[config.mk]
export PLATFORM = sky130hd
export DESIGN_NAME = uart7n_tx_arbiter_flat
export DESIGN_NICKNAME = d
export VERILOG_FILES = /design/src/rtl/uart7n_pkg.sv /design/src/rtl/uart7n_tx_arbiter_if.sv /design/src/rtl/uart7n_rr_picker.sv /design/src/rtl/uart7n_tx_arbiter.sv /design/src/flat_wrapper.sv
export SDC_FILE = /design/constraint.sdc
export NUM_CORES = 1
export LEC_CHECK = 0
export CELL_PAD_IN_SITES_DETAIL_PLACEMENT = 1
export CELL_PAD_IN_SITES_GLOBAL_PLACEMENT = 1
export CORE_MARGIN = 3
export CORE_UTILIZATION = 31
export DETAILED_ROUTE_END_ITERATION = 16
export PLACE_DENSITY_LB_ADDON = 0.1
export SLEW_MARGIN = 20
export SYNTH_ARGS = -nofsm -noshare
export SYNTH_HDL_FRONTEND = slang
export SYNTH_HIERARCHICAL = 1
export SYNTH_SLANG_ARGS = --single-unit
[constraint.sdc]
create_clock -name clk_i -period 4.07 [get_ports clk_i]
set_clock_uncertainty 0.15 [all_clocks]
set_input_delay 1.221 -clock clk_i [delete_from_list [all_inputs] [get_ports clk_i]]
set_output_delay 1.221 -clock clk_i [all_outputs]
set_load 0.05 [all_outputs]
[src/rtl/uart7n_pkg.sv]
// Shared definitions for the uart7n TX-side arbiter and its picker.
// FSM encoding, default payload width and a constant clog2 helper.
package uart7n_pkg;

    localparam int unsigned C_DATA_W = 8;

    typedef enum logic [1:0] {
        S_IDLE      = 2'd0,
        S_LAUNCH    = 2'd1,
        S_WAIT_BUSY = 2'd2,
        S_WAIT_SENT = 2'd3
    } state_t;

    function automatic int unsigned clog2(input int unsigned v);
        int unsigned r;
        r = 0;
        while ((32'd1 << r) < v) begin
            r = r + 1;
        end
        return (r == 0) ? 1 : r;
    endfunction

endpackage

[src/rtl/uart7n_tx_arbiter_if.sv]
// Client and UART-TX side bundle of the uart7n TX arbiter.
// slave = arbiter view, master = clients plus UART view.
interface uart7n_tx_arbiter_if
    import uart7n_pkg::*;
#(
    parameter int unsigned p_num_req = 4,
    parameter int unsigned p_data_w  = C_DATA_W
);
    logic [p_num_req-1:0]          req_i;
    logic [p_num_req*p_data_w-1:0] data_i;
    logic [p_num_req-1:0]          ack_o;
    logic [p_num_req-1:0]          done_o;
    logic                          err_o;
    logic                          busy_o;
    logic [2:0]                    grant_id_o;
    logic [p_data_w-1:0]           tx_data_o;
    logic                          tx_enable_o;
    logic                          tx_busy_i;
    logic                          tx_data_sent_i;

    modport slave (
        input  req_i, data_i, tx_busy_i, tx_data_sent_i,
        output ack_o, done_o, err_o, busy_o, grant_id_o,
        output tx_data_o, tx_enable_o
    );

    modport master (
        output req_i, data_i, tx_busy_i, tx_data_sent_i,
        input  ack_o, done_o, err_o, busy_o, grant_id_o,
        input  tx_data_o, tx_enable_o
    );
endinterface

[src/rtl/uart7n_rr_picker.sv]
// Combinational round-robin picker: first set request at or after ptr.
// Wraps modulo p_num_req; grant is 0 when nothing is requested.
module uart7n_rr_picker
    import uart7n_pkg::*;
#(
    parameter int unsigned p_num_req = 4,
    localparam int unsigned c_idx_w = clog2(p_num_req)
) (
    input  logic [p_num_req-1:0] req_i,
    input  logic [c_idx_w-1:0]   ptr_i,
    output logic [c_idx_w-1:0]   grant_o,
    output logic                 any_o
);

    // Scan offsets from far to near so the nearest request wins.
    always_comb begin
        int unsigned j;
        logic [c_idx_w-1:0] idx;
        grant_o = '0;
        any_o   = |req_i;
        j       = 0;
        idx     = '0;
        for (int i = int'(p_num_req) - 1; i >= 0; i--) begin
            j = int'(ptr_i) + i;
            if (j >= p_num_req) begin
                j = j - p_num_req;
            end
            idx = c_idx_w'(j);
            if (req_i[idx]) begin
                grant_o = idx;
            end
        end
    end

endmodule

[src/rtl/uart7n_tx_arbiter.sv]
// Round-robin sharing of one uart7n transmitter among p_num_req clients.
// Optional completion timeout: define UART7N_TX_ARB_TIMEOUT_EN.
module uart7n_tx_arbiter
    import uart7n_pkg::*;
#(
    parameter int unsigned p_num_req        = 4,
    parameter int unsigned p_data_w         = C_DATA_W,
    parameter int unsigned p_timeout_cycles = 100_000
) (
    input  logic               clk_i,
    input  logic               rst_i,
    uart7n_tx_arbiter_if.slave bus
);

    localparam int unsigned c_idx_w = clog2(p_num_req);
    localparam logic [p_num_req-1:0] c_one = 1;

    state_t               state_q, state_d;
    logic [c_idx_w-1:0]   ptr_q, ptr_d;
    logic [c_idx_w-1:0]   grant_q, grant_d;
    logic [p_data_w-1:0]  data_q, data_d;
    logic [p_num_req-1:0] done_q, done_d;
    logic                 err_q, err_d;
    logic                 sent_q;

    logic [c_idx_w-1:0]   pick;
    logic                 any_req;
    logic                 sent_rise;
    logic                 timeout;
    logic [p_data_w-1:0]  bytes_w [p_num_req];

    for (genvar k = 0; k < p_num_req; k++) begin : g_bytes
        assign bytes_w[k] = bus.data_i[k*p_data_w +: p_data_w];
    end

    uart7n_rr_picker #(
        .p_num_req(p_num_req)
    ) u_picker (
        .req_i  (bus.req_i),
        .ptr_i  (ptr_q),
        .grant_o(pick),
        .any_o  (any_req)
    );

    assign sent_rise = bus.tx_data_sent_i & ~sent_q;

`ifdef UART7N_TX_ARB_TIMEOUT_EN
    localparam int unsigned c_cnt_w = clog2(p_timeout_cycles);

    logic [c_cnt_w-1:0] cnt_q;

    assign timeout = (state_q == S_WAIT_BUSY || state_q == S_WAIT_SENT)
                   && (cnt_q == c_cnt_w'(p_timeout_cycles - 1));

    // Cycle counter since launch; restarted on every new grant.
    always_ff @(posedge clk_i or posedge rst_i) begin
        if (rst_i) begin
            cnt_q <= '0;
        end else if (state_q == S_IDLE) begin
            cnt_q <= '0;
        end else begin
            cnt_q <= cnt_q + c_cnt_w'(1);
        end
    end
`else
    logic unused_cfg;

    assign timeout    = 1'b0;
    assign unused_cfg = (p_timeout_cycles == 0);
`endif

    // State, pointer and captured-frame registers.
    always_ff @(posedge clk_i or posedge rst_i) begin
        if (rst_i) begin
            state_q <= S_IDLE;
            ptr_q   <= '0;
            grant_q <= '0;
            data_q  <= '0;
            done_q  <= '0;
            err_q   <= 1'b0;
            sent_q  <= 1'b0;
        end else begin
            state_q <= state_d;
            ptr_q   <= ptr_d;
            grant_q <= grant_d;
            data_q  <= data_d;
            done_q  <= done_d;
            err_q   <= err_d;
            sent_q  <= bus.tx_data_sent_i;
        end
    end

    // Next-state, capture and completion decode.
    always_comb begin
        state_d = state_q;
        ptr_d   = ptr_q;
        grant_d = grant_q;
        data_d  = data_q;
        done_d  = '0;
        err_d   = 1'b0;
        unique case (state_q)
            S_IDLE: begin
                if (any_req) begin
                    grant_d = pick;
                    data_d  = bytes_w[pick];
                    state_d = S_LAUNCH;
                end
            end
            S_LAUNCH: begin
                if (grant_q == c_idx_w'(p_num_req - 1)) begin
                    ptr_d = '0;
                end else begin
                    ptr_d = grant_q + c_idx_w'(1);
                end
                state_d = S_WAIT_BUSY;
            end
            S_WAIT_BUSY: begin
                if (sent_rise) begin
                    done_d  = c_one << grant_q;
                    state_d = S_IDLE;
                end else if (timeout) begin
                    done_d  = c_one << grant_q;
                    err_d   = 1'b1;
                    state_d = S_IDLE;
                end else if (bus.tx_busy_i) begin
                    state_d = S_WAIT_SENT;
                end
            end
            S_WAIT_SENT: begin
                if (sent_rise) begin
                    done_d  = c_one << grant_q;
                    state_d = S_IDLE;
                end else if (timeout) begin
                    done_d  = c_one << grant_q;
                    err_d   = 1'b1;
                    state_d = S_IDLE;
                end
            end
            default: state_d = S_IDLE;
        endcase
    end

    assign bus.tx_enable_o = (state_q == S_LAUNCH);
    assign bus.ack_o       = (state_q == S_LAUNCH) ? (c_one << grant_q) : '0;
    assign bus.done_o      = done_q;
    assign bus.err_o       = err_q;
    assign bus.busy_o      = (state_q != S_IDLE);
    assign bus.grant_id_o  = 3'(grant_q);
    assign bus.tx_data_o   = data_q;

endmodule
[src/flat_wrapper.sv]
// flat-port wrapper written by rule: the top's interface ports become plain ports
module uart7n_tx_arbiter_flat import uart7n_pkg::*;
#(
    parameter int unsigned p_num_req        = 4,
    parameter int unsigned p_data_w         = C_DATA_W,
    parameter int unsigned p_timeout_cycles = 100_000
)
  (clk_i, rst_i, bus_req_i, bus_data_i, bus_tx_busy_i, bus_tx_data_sent_i, bus_ack_o, bus_done_o, bus_err_o, bus_busy_o, bus_grant_id_o, bus_tx_data_o, bus_tx_enable_o);
  uart7n_tx_arbiter_if #(.p_num_req(p_num_req), .p_data_w(p_data_w)) bus_i ();
  input  logic clk_i;
  input  logic rst_i;
  input wire logic [$bits(bus_i.req_i)-1:0] bus_req_i;
  input wire logic [$bits(bus_i.data_i)-1:0] bus_data_i;
  input wire logic [$bits(bus_i.tx_busy_i)-1:0] bus_tx_busy_i;
  input wire logic [$bits(bus_i.tx_data_sent_i)-1:0] bus_tx_data_sent_i;
  output wire logic [$bits(bus_i.ack_o)-1:0] bus_ack_o;
  output wire logic [$bits(bus_i.done_o)-1:0] bus_done_o;
  output wire logic [$bits(bus_i.err_o)-1:0] bus_err_o;
  output wire logic [$bits(bus_i.busy_o)-1:0] bus_busy_o;
  output wire logic [$bits(bus_i.grant_id_o)-1:0] bus_grant_id_o;
  output wire logic [$bits(bus_i.tx_data_o)-1:0] bus_tx_data_o;
  output wire logic [$bits(bus_i.tx_enable_o)-1:0] bus_tx_enable_o;
  assign bus_i.req_i = bus_req_i;
  assign bus_i.data_i = bus_data_i;
  assign bus_i.tx_busy_i = bus_tx_busy_i;
  assign bus_i.tx_data_sent_i = bus_tx_data_sent_i;
  assign bus_ack_o = bus_i.ack_o;
  assign bus_done_o = bus_i.done_o;
  assign bus_err_o = bus_i.err_o;
  assign bus_busy_o = bus_i.busy_o;
  assign bus_grant_id_o = bus_i.grant_id_o;
  assign bus_tx_data_o = bus_i.tx_data_o;
  assign bus_tx_enable_o = bus_i.tx_enable_o;
  uart7n_tx_arbiter #(.p_num_req(p_num_req), .p_data_w(p_data_w), .p_timeout_cycles(p_timeout_cycles)) u_core (.clk_i(clk_i), .rst_i(rst_i), .bus(bus_i));
endmodule
# After elaboration in Yosys (flattened, before gate mapping)
# Index checks and enable logic that the tools add are counted.
word_totals:
  ff_bits: 19
  latch_bits: 0
  ram_bits: 0
  romBits: 0
  inputBits: 40
  output_inout_bits: 22
  wordCells: 68
  mem_count: 0
op_classes:
  n_addsub: 8
  multipliers: 0
  n_div: 0
  order_cmp: 9
  n_eq_ne: 7
  shift: 1
  muxes: 28
  n_bitwise: 3
  reduce_logical: 6
op_table:
  columns: ["cell", "n"]
  rows:
  - ["2-to-1 mux 2 bit", 13]
  - ["binary-select mux 8 bit (select 2 bit)", 1]
  - ["2-to-1 mux 8 bit", 2]
  - ["greater-or-equal comparator 3 bit (second input constant)", 4]
  - ["less-than comparator 2 x 3 -> 1 bit (second input constant)", 4]
  - ["2-to-1 mux 4 bit", 3]
  - ["binary-select mux 1 bit (select 2 bit)", 4]
  - ["one-hot mux 2 bit (4 select lines)", 1]
  - ["subtractor 2 x 1 -> 2 bit (second input constant)", 4]
  - ["adder 2 x 2 -> 3 bit (second input constant)", 2]
  - ["== test 2 bit (second input constant)", 3]
  - ["2-to-1 mux 1 bit", 4]
  - ["!= test 2 x 1 -> 1 bit (second input constant)", 2]
  - ["OR reduction 4 bit", 1]
  - ["<< shifter 1 x 2 -> 4 bit (first input constant)", 1]
  - ["adder 2 x 1 -> 3 bit (second input constant)", 1]
  - ["greater-or-equal comparator 2 x 3 -> 1 bit (second input constant)", 1]
  - ["!= test 3 x 2 -> 1 bit (second input constant)", 1]
  - ["inverter 2 -> 3 bit", 1]
  - ["AND reduction 3 bit", 1]
  - ["adder 2 x 1 -> 2 bit (second input constant)", 1]
  - ["== test 2 x 1 -> 1 bit (second input constant)", 1]
  - ["zero test 2 bit", 1]
  - ["AND reduction 2 bit", 1]
  - ["4 further kinds", 4]

# Logic depth before layout (Yosys ltp)
# Gate-level depths: netlist of the first run.
logic_depth:
  ltp_word: 13
  depth_mapped: 6
  ltp_nobuf: 5

# By module
# Netlist of the first run, hierarchy kept.
modules_own_cells:
  columns: ["module", "instances", "cells_each", "area_per_inst_um2", "seq_area_each_um2"]
  rows:
  - ["uart7n_tx_arbiter", 1, 72, 1032.2, 475.5]
  - ["uart7n_rr_picker", 1, 13, 77.6, 0.0]

# Least setup slack after synthesis of the first run
# Ideal clock, no wire load.
synth_timing:
  path_kind: "reg2out"
  from: "reg u_core.state_q[1]"
  to: "out bus_ack_o[0]"
  arrival_time_ps: 1580
  required_time_ps: 2699
  path_slack_ps: 1119
  stages_incl_launch_ff: 4
  path_buffers: 1
  path_cell_list: "dfrtp_1 > nor2b_1 > clkbuf_1 > and2_1"
synth_between:
  elab_chain_len: 2
synth_rtl:
  columns: ["item", "line_no", "rtl"]
  rows:
  - ["from (decl)", "uart7n_tx_arbiter.sv:18", "state_t state_q, state_d;"]
  - ["from (signal assigned)", "uart7n_tx_arbiter.sv:83", "state_q <= state_d;"]
  - ["== test 2 x 1 -> 1 bit", null, null]
  - ["named net bus_tx_enable_o", "flat_wrapper.sv:22", "output wire logic [$bits(bus_i.tx_enable_o)-1:0] bus_tx_enable_o;"]
  - ["2-to-1 mux 4 bit", "uart7n_tx_arbiter.sv:144", "assign bus.ack_o = (state_q == S_LAUNCH) ? (c_one << grant_q) : '0;"]
  - ["to (decl)", "flat_wrapper.sv:16", "output wire logic [$bits(bus_i.ack_o)-1:0] bus_ack_o;"]
# The timed path passes the listed nets, and every way through them passes these cells.

# Final worst setup path of the first run
layout_timing:
  from: "reg u_core.state_q[1]"
  to: "out bus_ack_o[1]"
layout_between:
  elab_chain_len: 2
layout_rtl:
  columns: ["item", "line_no"]
  rows:
  - ["== test 2 x 1 -> 1 bit", "uart7n_tx_arbiter.sv:144"]
  - ["2-to-1 mux 4 bit", "uart7n_tx_arbiter.sv:144"]
# Every way passes these cells.

==> results of run 1 <==
-- layout by cell type, fill, tap and decap left out, types with 3 or more instances in the layout --
cell type	netlist	final
clkdlybuf4s50_1	0	59
nor2_1	7	7
inv_1	4	4
buf_4	3	3
nand2_1	3	3
dfrtp_1	19	19
mux2_2	3	3
mux2_4	8	8
and2_1	8	8
clkbuf_4	0	3
ha_1	4	4
mux4_2	8	8
-- sequential cells by signal, summed over array words and instances, names as in the netlist --
name	count
u_core/sent_q	1
u_core/ptr_q	2
u_core/state_q	2
u_core/bus.done_o	4
u_core/grant_q	2
u_core/bus.tx_data_o	8
-- worst max-delay path, stage by stage, from the launching register on --
cell and delay, ns:
dfrtp_1 0.44, nor2b_1 0.37, and2_1 0.19, clkdlybuf4s50_1 0.80
-- worst max path at each step --
stage	depth (start not counted)	slack, ns	startpoint	end
floorplan	3	1.12	u_core/state_q[1]	bus_ack_o[0]
global placement	6	0.71	bus_req_i[3]	u_core/bus.tx_data_o[0]
detailed placement	6	0.69	bus_req_i[3]	u_core/bus.tx_data_o[2]
CTS	3	0.55	u_core/state_q[1]	bus_ack_o[0]
global route	3	0.43	u_core/state_q[0]	bus_ack_o[2]
finish	3	0.59	u_core/state_q[1]	bus_ack_o[1]
-- synth_stat cells --
cell type	instances	area share [%]
nand2b_1	2	1.1
o22ai_1	1	0.56
a21oi_1	1	0.45
mux4_2	8	16
nor2_1	7	2.4
buf_4	3	2.0
and2_1	8	4.5
conb_1	1	0.34
buf_6	1	1.0
mux2_4	8	11
inv_1	4	1.4
dfrtp_1	19	43
nor2b_1	2	1.1
nand2_1	3	1.0
and3b_1	1	0.79
mux2_2	3	3.0
a211oi_1	1	0.68
a211oi_2	1	1.1
mux2i_1	1	0.90
ha_1	4	4.5
nor3b_1	2	1.4
o21bai_1	1	0.68
o21ai_0	1	0.45
clkbuf_1	2	0.68
-- power groups by stage --
stage                     Clock [mW]  Combinational, mW  Sequential [mW]
after floorplan                    0              0.360            0.513
after global placement             0              0.770            0.330
after detailed placement           0              0.784            0.334
after CTS                      0.106              0.786            0.332
after global routing           0.117              0.823            0.343
final                          0.101              0.776            0.330
-- cells by family (layout without fill, tap and decap cells) --
logic type | count (synthesis) | count (layout) | synth area share, %
other | 1 | 2 | 0.338
AND/OR/NAND/NOR | 25 | 25 | 12.3
buffers and inverters | 10 | 70 | 5.07
adder cells (fa/ha/maj) | 4 | 4 | 4.51
AO/OA/AOI/OAI | 6 | 6 | 3.95
multiplexers | 20 | 20 | 31.0
flip-flops | 19 | 19 | 42.8
-- cell type report --
type,count,share of cell area [%]
clock buffer,4,1.48
tap,46,3.24
inverter,4,0.846
sequential,19,26.8
multi-input combinational,57,33.1
timing repair buffer,62,34.6
-- routing by layer --
metal	GRT usage, %	part of all wire, %	up-vias
li1	-	-	416
met1	16.9	37	441
met2	27.0	55	29
met3	2.72	5.3	4
met4	8.55	2.3	0
met5	0	0	-
-- through the flow --
| stage | instance area [um^2] | hold slack, ns | utilization [%] | setup slack (ns) |
|---|---|---|---|---|
| 2_1_floorplan | 1110 | 0.351 | - | 1.12 |
| 3_3_place_gp | 1750 | 0.347 | 51.6 | 0.714 |
| 3_5_place_dp | 1750 | 0.350 | 51.6 | 0.686 |
| 4_1_cts | 1770 | 0.384 | 52.3 | 0.548 |
| 5_1_grt | 1770 | 0.398 | 52.3 | 0.428 |
| 6_report | 1770 | 0.376 | 52.3 | 0.589 |
==> summary.md, run 1 <==
| Metric | Value |
|---|---|
| Result of the run | completed |
| Die Width | 65.8 um |
| Comb pwr share | 64.3% |
| Final wirelength | 2970 um |
| Origin of the worst min-delay path | u_core/bus.tx_data_o[4] |
| Total via count after detailed routing | 890 |
| Start of the worst register-to-register path | u_core/ptr_q[1] |
| End of the worst register-to-register path | u_core/bus.tx_data_o[6] |
| GRT Total Usage | 15.2% |
| Dpl hpwl | 2410 um |
| Mean post-synth cell area | 13.1 um^2 |
| Setup Buffers After CTS | 0 |
| Worst endpoint data arrival time | 2.11 ns |
| Hold path cells | 1 |
| Number of top-level pins | 62 |
| Via count of the first global-routing pass | 1010 |
| Cts hold-fix bufs | 0 |
| Slew at the pin closest to its max-slew limit | 0.730 ns |
| Number of antenna violations at the first check in global routing | 0 |
| Critical path required time | 2.70 ns |
| Cell Count, Final, Fillers Out | 192 |
| Clock slew at the register clock pins of the worst setup and hold paths | 0.11 ns |
| Clk Latency, worst-skew pair | 0.31 ns |
| CP Class | reg -> out |
| Total leakage power | 0.738 nW |
| Overall die area | 4330 um^2 |
| Hold Path Sink | u_core/bus.tx_data_o[4] |
| Min cycle time layout | 3.48 ns |
| Max-slew violation count | 0 |
| Proportion of layout cells with a drive suffix above 1 | 18.5% |
| Count of antenna-violating nets left after detailed routing | 0 |
| Initial standard-cell utilization of the core | 32.7% |
| First drt pass iteration count | 4 |
| Synth-to-Final Area Change | 59.9% |
| Average wire per cell in the routed design | 15.5 um |
| Cell count after placement | 188 |
| Master cell of the clock root buffer | clkbuf_4 |
| Clock power frac | 8.4% |
| Antenna diode instance count | 0 |
| Reported max-cap violation count | 0 |
| Share of synthesized area occupied by flip-flops and latches | 42.8% |
| Proportion of power drawn by flip-flops and latches | 27.3% |
| Setup Viol. Count Final | 0 |
| Kind of end point of the critical path | output port |
| Synthesized cell area | 1110 um^2 |
| Total clock buffers created by CTS | 3 |
| Register-to-register setup slack | 1.96 ns |
| Residual DRC | 0 |
| Unrepaired setup endpoints after global routing | no |
| Number of violations reported at the end of detailed-routing iteration 0 | 15 |
| Vertical extent of the die | 65.8 um |
| Highest attainable clock frequency | 287 MHz |
| Worst Hold Class | reg -> reg |
| Number of fill cells in the layout | 360 |
| Internal power summed over all cells | 660 uW |
| Register area | 475 um^2 |
| Std-Cell Core Area | 3390 um^2 |
| Hold Vio Cnt, Final | 0 |
| Clk sink count | 19 |
| Number of distinct library cells after synthesis | 24 |
| Max Buffers Root-to-Sink | 2 |
| Largest net degree at the start of global routing | 20 |
| Gr ovfl total | 0 |
| Std-Cell Rows | 21 |
| Number of synthesized register bits | 19 |
| Total power | 1.21 mW |
| Post_cts resized | 0 |
| H-tree depth | 1 |
| Clock tree from TritonCTS | done |
| Final Cycle Share | 85.5% |
| Cell Pwr Density | 680 nW/um^2 |
| Port-buffer cells | 59 |
| Worst Reg2Reg Path Length in Cells | 5 |
| Switching share of total power | 45.4% |
| Yosys Warn Count | 6 |
| Routability congestion estimate from global placement | 0.722 |
| First-pass GRT wire length | 4840 um |
| Peak supply drop | 0.268 mV |
| Total negative slack for setup checks | 0 ns |
| Max-slew headroom | 51.3% |
| Count of mapped cells out of synthesis | 85 |
| Detailed-route vias per instance | 4.64 |
| Area occupied by multi-input gates | 587 um^2 |
| Final nets | 191 |
| Sw power | 547 uW |
| Element type at the critical path start | flop |
| Largest fanout on the critical path | 7 |
Note: power is estimated with default switching activity, not from simulation.
==> run 2: changes to the inputs <==
Settings changed: SYNTH_HIERARCHICAL 1 to unset.
==> run 2 against run 1 <==
Sequential power is essentially flat. Sequential share of layout area is 0.68 points lower. Core utilization down 0.25 points. Synthesized cell count grew 33%. Synthesized area up 6.4%. Largest cell class is now multi-input combinational cells. Largest power group unchanged. Highest routed layer unchanged.
==> summary.md, run 2 <==
| Metric | Value |
|---|---|
| Result of the run | completed |
| Final nets | 216 |
| Largest net degree at the start of global routing | 20 |
| CP Class | reg -> out |
| Port-buffer cells | 59 |
| Top cells by instance count after synthesis | dfrtp_1 (19), nor2_1 (11), mux2i_1 (9) |
| Most repeated cell in the gate-level netlist after synthesis | dfrtp_1 |
| H-tree depth | 1 |
| Max Buffers Root-to-Sink | 2 |
| Cell Pwr Density | 642 nW/um^2 |
| Antenna diode instance count | 0 |
| Max-slew headroom | 31.4% |
| Clock slew at the register clock pins of the worst setup and hold paths | 0.07 ns |
| Number of violations reported at the end of detailed-routing iteration 0 | 19 |
| Clk sink count | 19 |
| Crit path capture | bus_ack_o[1] |
| Number of distinct library cells after synthesis | 31 |
| Number of flops mapped to enable cells by yosys | 0 |
| Proportion of layout cells with a drive suffix above 1 | 9.94% |
| Most common cell after layout, fill and taps aside | clkdlybuf4s50_1 |
| Crit. Startpoint | u_core.state_q[1] |
| Register-to-register setup slack | 1.83 ns |
| Std-Cell Core Area | 3490 um^2 |
| Mean post-synth cell area | 10.5 um^2 |
| Start of the worst register-to-register path | u_core.ptr_q[1] |
| Number of synthesized register bits | 19 |
| Critical path required time | 2.70 ns |
| GRT Total Usage | 15.5% |
| Detailed-route vias per instance | 4.99 |
| Master cell of the clock root buffer | clkbuf_8 |
| Clock tree from TritonCTS | done |
| Top flip-flop cell by instance count after synthesis | dfrtp_1 |
| Initial standard-cell utilization of the core | 33.8% |
| Total negative slack for setup checks | 0 ns |
| Max reg flops | 8 |
| Synth-to-Final Area Change | 54.1% |
| Residual DRC | 0 |
| Largest cells by area after synthesis | dfrtp_1 (40%), a211oi_2 (8.5%), mux2i_1 (7.6%) |
| Largest fanout on the critical path | 9 |
| Cts hold-fix bufs | 0 |
| Std-Cell Rows | 21 |
| Number of antenna violations at the first check in global routing | 0 |
| Setup Buffers After CTS | 0 |
| Post_cts resized | 0 |
| Vertical extent of the die | 67.7 um |
| Element type at the critical path start | flop |
| Worst Hold Class | reg -> reg |
| Setup Viol. Count Final | 0 |
| Number of fill cells in the layout | 409 |
| Via count of the first global-routing pass | 1105 |
| Count of mapped cells out of synthesis | 113 |
| End of the worst register-to-register path | u_core.bus.tx_data_o[3] |
| Cell Count, Final, Fillers Out | 217 |
| Average wire per cell in the routed design | 15.8 um |
| Register area | 475 um^2 |
| Min cycle time layout | 3.54 ns |
| Reported max-cap violation count | 0 |
| Peak supply drop | 0.271 mV |
| Unrepaired setup endpoints after global routing | no |
| Slew at the pin closest to its max-slew limit | 1.02 ns |
| Worst endpoint data arrival time | 2.17 ns |
| Dpl hpwl | 2770 um |
| Final Cycle Share | 87.0% |
| Cell taking the most area after synthesis | dfrtp_1 |
| Gr ovfl total | 0 |
| First-pass GRT wire length | 5180 um |
| Clk Latency, worst-skew pair | 0.25 ns |
| Kind of end point of the critical path | output port |
| Share of synthesized area occupied by flip-flops and latches | 40.3% |
| Worst Reg2Reg Path Length in Cells | 5 |
| Top library cells by usage in the layout, fill and taps aside | clkdlybuf4s50_1 (59), dfrtp_1 (19), nor2_1 (11) |
| Total leakage power | 0.745 nW |
| Area occupied by multi-input gates | 622 um^2 |
| Hold Vio Cnt, Final | 0 |
| Async S/R FF share, synth | 100% |
| Cell count after placement | 213 |
| Overall die area | 4590 um^2 |
| Yosys top cell area share | 40.3% |
| Count of antenna-violating nets left after detailed routing | 0 |
| Yosys Warn Count | 0 |
| First drt pass iteration count | 3 |
| Total via count after detailed routing | 1083 |
| Final core utilization | 52.1% |
| Final wirelength | 3430 um |
| Total clock buffers created by CTS | 3 |
| Synthesized cell area | 1180 um^2 |
| Max-slew violation count | 0 |
| Highest attainable clock frequency | 282 MHz |
| Die Width | 67.7 um |
| Number of top-level pins | 62 |
| Routability congestion estimate from global placement | 0.733 |
-- run 2: logic make-up (layout without fill, tap and decap cells) --
kind of cell	after synthesis	in the layout	share of synthesized area [%]
AOI/OAI and AO/OA	33	33	24.0
and+or+nand+nor	32	32	14.2
DFF	19	19	40.3
buffers and inverters	13	70	7.41
muxes	11	11	9.53
adders and majority gates	4	4	4.24
other	1	2	0.317
-- run 2: how the worst min path moves through the flow --
stage | from | endpoint | cells past startpoint | slack [ns]
finish | u_core.bus.tx_data_o[5] | u_core.bus.tx_data_o[5] | 2 | 0.42
CTS | u_core.bus.tx_data_o[7] | u_core.bus.tx_data_o[7] | 2 | 0.42
global placement | u_core.bus.tx_data_o[0] | u_core.bus.tx_data_o[0] | 2 | 0.40
global route | u_core.bus.tx_data_o[2] | u_core.bus.tx_data_o[2] | 2 | 0.47
floorplan | u_core.ptr_q[0] | u_core.ptr_q[0] | 1 | 0.36
detailed placement | u_core.bus.tx_data_o[7] | u_core.bus.tx_data_o[7] | 2 | 0.41
-- run 2: area by class of cell --
type                       count  area share [%]
clock buffer                   4            2.47
inverter                       6            1.24
multi-input combinational     82            34.2
sequential                    19            26.1
tap                           46            3.16
timing repair buffer          60            32.9
-- run 2: worst max-delay path: stages (launching register included) --
cell	delay, ns
dfrtp_1	0.47
nor2b_1	0.43
and2_1	0.20
clkdlybuf4s50_1	0.81
-- run 2: per-layer routing --
layer  GRT usage, %  up-vias  share of wire [%]
met1           17.7      525                 39
met4           6.08        0                1.4
met5              0        -                  0
met2           28.6       38                 53
li1               -      516                  -
met3           2.50        4                6.4
-- run 2: stage by stage --
stage	worst slack [ns]	hold slack (ns)	power (mW)	area, um^2
3_5_place_dp	0.616	0.412	1.06	1780
6_report	0.530	0.417	1.17	1820
3_3_place_gp	0.713	0.399	1.03	1780
5_1_grt	0.437	0.472	1.25	1820
2_1_floorplan	1.09	0.360	0.827	1180
4_1_cts	0.546	0.425	1.18	1820
-- run 2: where the power goes --
| part | internal (mW) | switching, mW | total (mW) |
|---|---|---|---|
| Combinational | 0.265 | 0.449 | 0.714 |
| Sequential | 0.262 | 0.0659 | 0.328 |
| Clock | 0.0694 | 0.0576 | 0.127 |
| Total | 0.597 | 0.573 | 1.17 |
==> run 3: changes to the inputs <==
Settings changed: CORE_MARGIN 3 to 8, SLEW_MARGIN 20 to 10.
==> run 3 against run 2 <==
Cell area increased by 0.21%. Sequential share of layout area decreased by 0.054 points. Sequential power about the same. Die area increased by 32%. Critical path depth unchanged. Hold slack got worse by 0.00065 ns. Global-route usage decreased by 4.0 points. Non-clock buffer count unchanged. Fmax increased by 2.2%. First-iteration DRC count increased by 110%. Via count decreased by 2.0%. Setup slack improved by 0.075 ns. Largest cell class unchanged.
==> summary.md, run 3 (synthesized netlist as in run 2, its figures left out) <==
| Metric | Value |
|---|---|
| Cts hold-fix bufs | 0 |
| Gr ovfl total | 0 |
| Setup Buffers After CTS | 0 |
| Vertical extent of the die | 77.7 um |
| Clock power frac | 11.1% |
| Std-Cell Rows | 22 |
| Hold path cells | 2 |
| Largest fanout on the critical path | 9 |
| Final Cycle Share | 85.1% |
| Antenna diode instance count | 0 |
| Sw power | 575 uW |
| Final Hold Slack | 0.416 ns |
| Total negative slack for setup checks | 0 ns |
| Max reg flops | 8 |
| Element type at the critical path start | flop |
| Max Buffers Root-to-Sink | 2 |
| Peak supply drop | 0.292 mV |
| Port-buffer cells | 59 |
| Dpl hpwl | 2830 um |
| Average wire per cell in the routed design | 16.0 um |
| Internal power summed over all cells | 598 uW |
| Worst-case setup margin in the final layout | 0.605 ns |
| Die Width | 77.7 um |
| Total via count after detailed routing | 1061 |
| Proportion of power drawn by flip-flops and latches | 27.9% |
| Master cell of the clock root buffer | clkbuf_8 |
| Via count of the first global-routing pass | 1237 |
| Clk sink count | 19 |
| Worst endpoint data arrival time | 2.09 ns |
| Total leakage power | 0.748 nW |
| Routability congestion estimate from global placement | 0.717 |
| Number of violations reported at the end of detailed-routing iteration 0 | 39 |
| Clk Latency, worst-skew pair | 0.25 ns |
| Slew at the pin closest to its max-slew limit | 1.14 ns |
| Worst Hold Class | reg -> reg |
| Kind of end point of the critical path | output port |
| Synth-to-Final Area Change | 54.4% |
| Comb pwr share | 61.0% |
| Worst setup timing slack at the placement stage | 0.555 ns |
| Clock tree from TritonCTS | done |
| Initial standard-cell utilization of the core | 32.3% |
| Unrepaired setup endpoints after global routing | no |
| Proportion of layout cells with a drive suffix above 1 | 10.5% |
| Detailed-route vias per instance | 4.84 |
| First-pass GRT wire length | 5860 um |
| First drt pass iteration count | 4 |
| Largest net degree at the start of global routing | 20 |
| Final nets | 216 |
| Max-slew headroom | 23.1% |
| Residual DRC | 0 |
| Number of antenna violations at the first check in global routing | 0 |
| Reported max-cap violation count | 0 |
| Final wirelength | 3500 um |
| CP Class | reg -> out |
| Critical path required time | 2.70 ns |
| GRT Total Usage | 11.5% |
| Setup Viol. Count Final | 0 |
| H-tree depth | 1 |
| Most common cell after layout, fill and taps aside | clkdlybuf4s50_1 |
| Count of antenna-violating nets left after detailed routing | 0 |
| Switching share of total power | 49.0% |
| Top library cells by usage in the layout, fill and taps aside | clkdlybuf4s50_1 (59), dfrtp_1 (19), nor2_1 (11) |
| Cell Pwr Density | 643 nW/um^2 |
| Result of the run | completed |
| Worst Reg2Reg Path Length in Cells | 4 |
| Post_cts resized | 0 |
| Max-slew violation count | 0 |
| Highest attainable clock frequency | 289 MHz |
| Total clock buffers created by CTS | 3 |
| Std-Cell Core Area | 3660 um^2 |
| Number of top-level pins | 62 |
| Hold Vio Cnt, Final | 0 |
| Clock slew at the register clock pins of the worst setup and hold paths | 0.07 ns |
| Min cycle time layout | 3.46 ns |
| Overall die area | 6040 um^2 |
## run 3: cell count changes in the layout (fill, tap and decap cells not counted), sizes merged
cell    before  now
clkinv       0    1
clkbuf       4    3
## run 3: path summary, 6_finish.rpt
kind	from	end	slack (ns)
min	u_core.bus.tx_data_o[0]	u_core.bus.tx_data_o[0]	0.42
min in group asynchronous	rst_i	u_core.sent_q	1.23
max in group asynchronous	rst_i	u_core.bus.tx_data_o[2]	2.09
max reg2reg	u_core.state_q[1]	u_core.bus.tx_data_o[4]	1.82
min reg2reg	u_core.bus.tx_data_o[0]	u_core.bus.tx_data_o[0]	0.42
max	u_core.state_q[1]	bus_ack_o[3]	0.61
## run 3: stage by stage
step | total power, mW | util, % | cells | area, um^2
4_1_cts | 1.19 | 49.8 | 219 | 1820
2_1_floorplan | 0.827 | - | 114 | 1180
3_3_place_gp | 1.04 | 48.6 | 215 | 1780
6_report | 1.17 | 49.8 | 219 | 1820
3_5_place_dp | 1.06 | 48.6 | 215 | 1780
5_1_grt | 1.25 | 49.8 | 219 | 1820
## run 3: routing by layer
layer	global-route usage, %	wire length, um	part of all wire [%]	vias to the layer above
met2	21.3	1840	53	38
met3	4.15	246	7.0	4
met1	12.2	1400	40	503
li1	-	-	-	516
met5	0	0	0	-
met4	2.26	22	0.63	0
## run 3: area by class of cell
cell class	count	area (um^2)
inverters	6	22.5
multi-input cells	82	622
clock buffers	3	41.3
clock inverters	1	5.00
fillers	430	1840
flip-flops and latches	19	475
repair buffers	60	598
well taps	48	60.1
## run 3: power groups by stage
stage | combinational, mW | sequential, mW | clock (mW)
detailed placement | 0.725 | 0.331 | 0
global route | 0.771 | 0.338 | 0.140
finish | 0.716 | 0.327 | 0.130
CTS | 0.729 | 0.329 | 0.133
floorplan | 0.331 | 0.497 | 0
global placement | 0.707 | 0.328 | 0
## run 3: critical path, cell delays in order (launching register included)
cell	delay, ns
dfrtp_1	0.47
nor2b_1	0.37
and2_1	0.19
clkdlybuf4s50_1	0.80
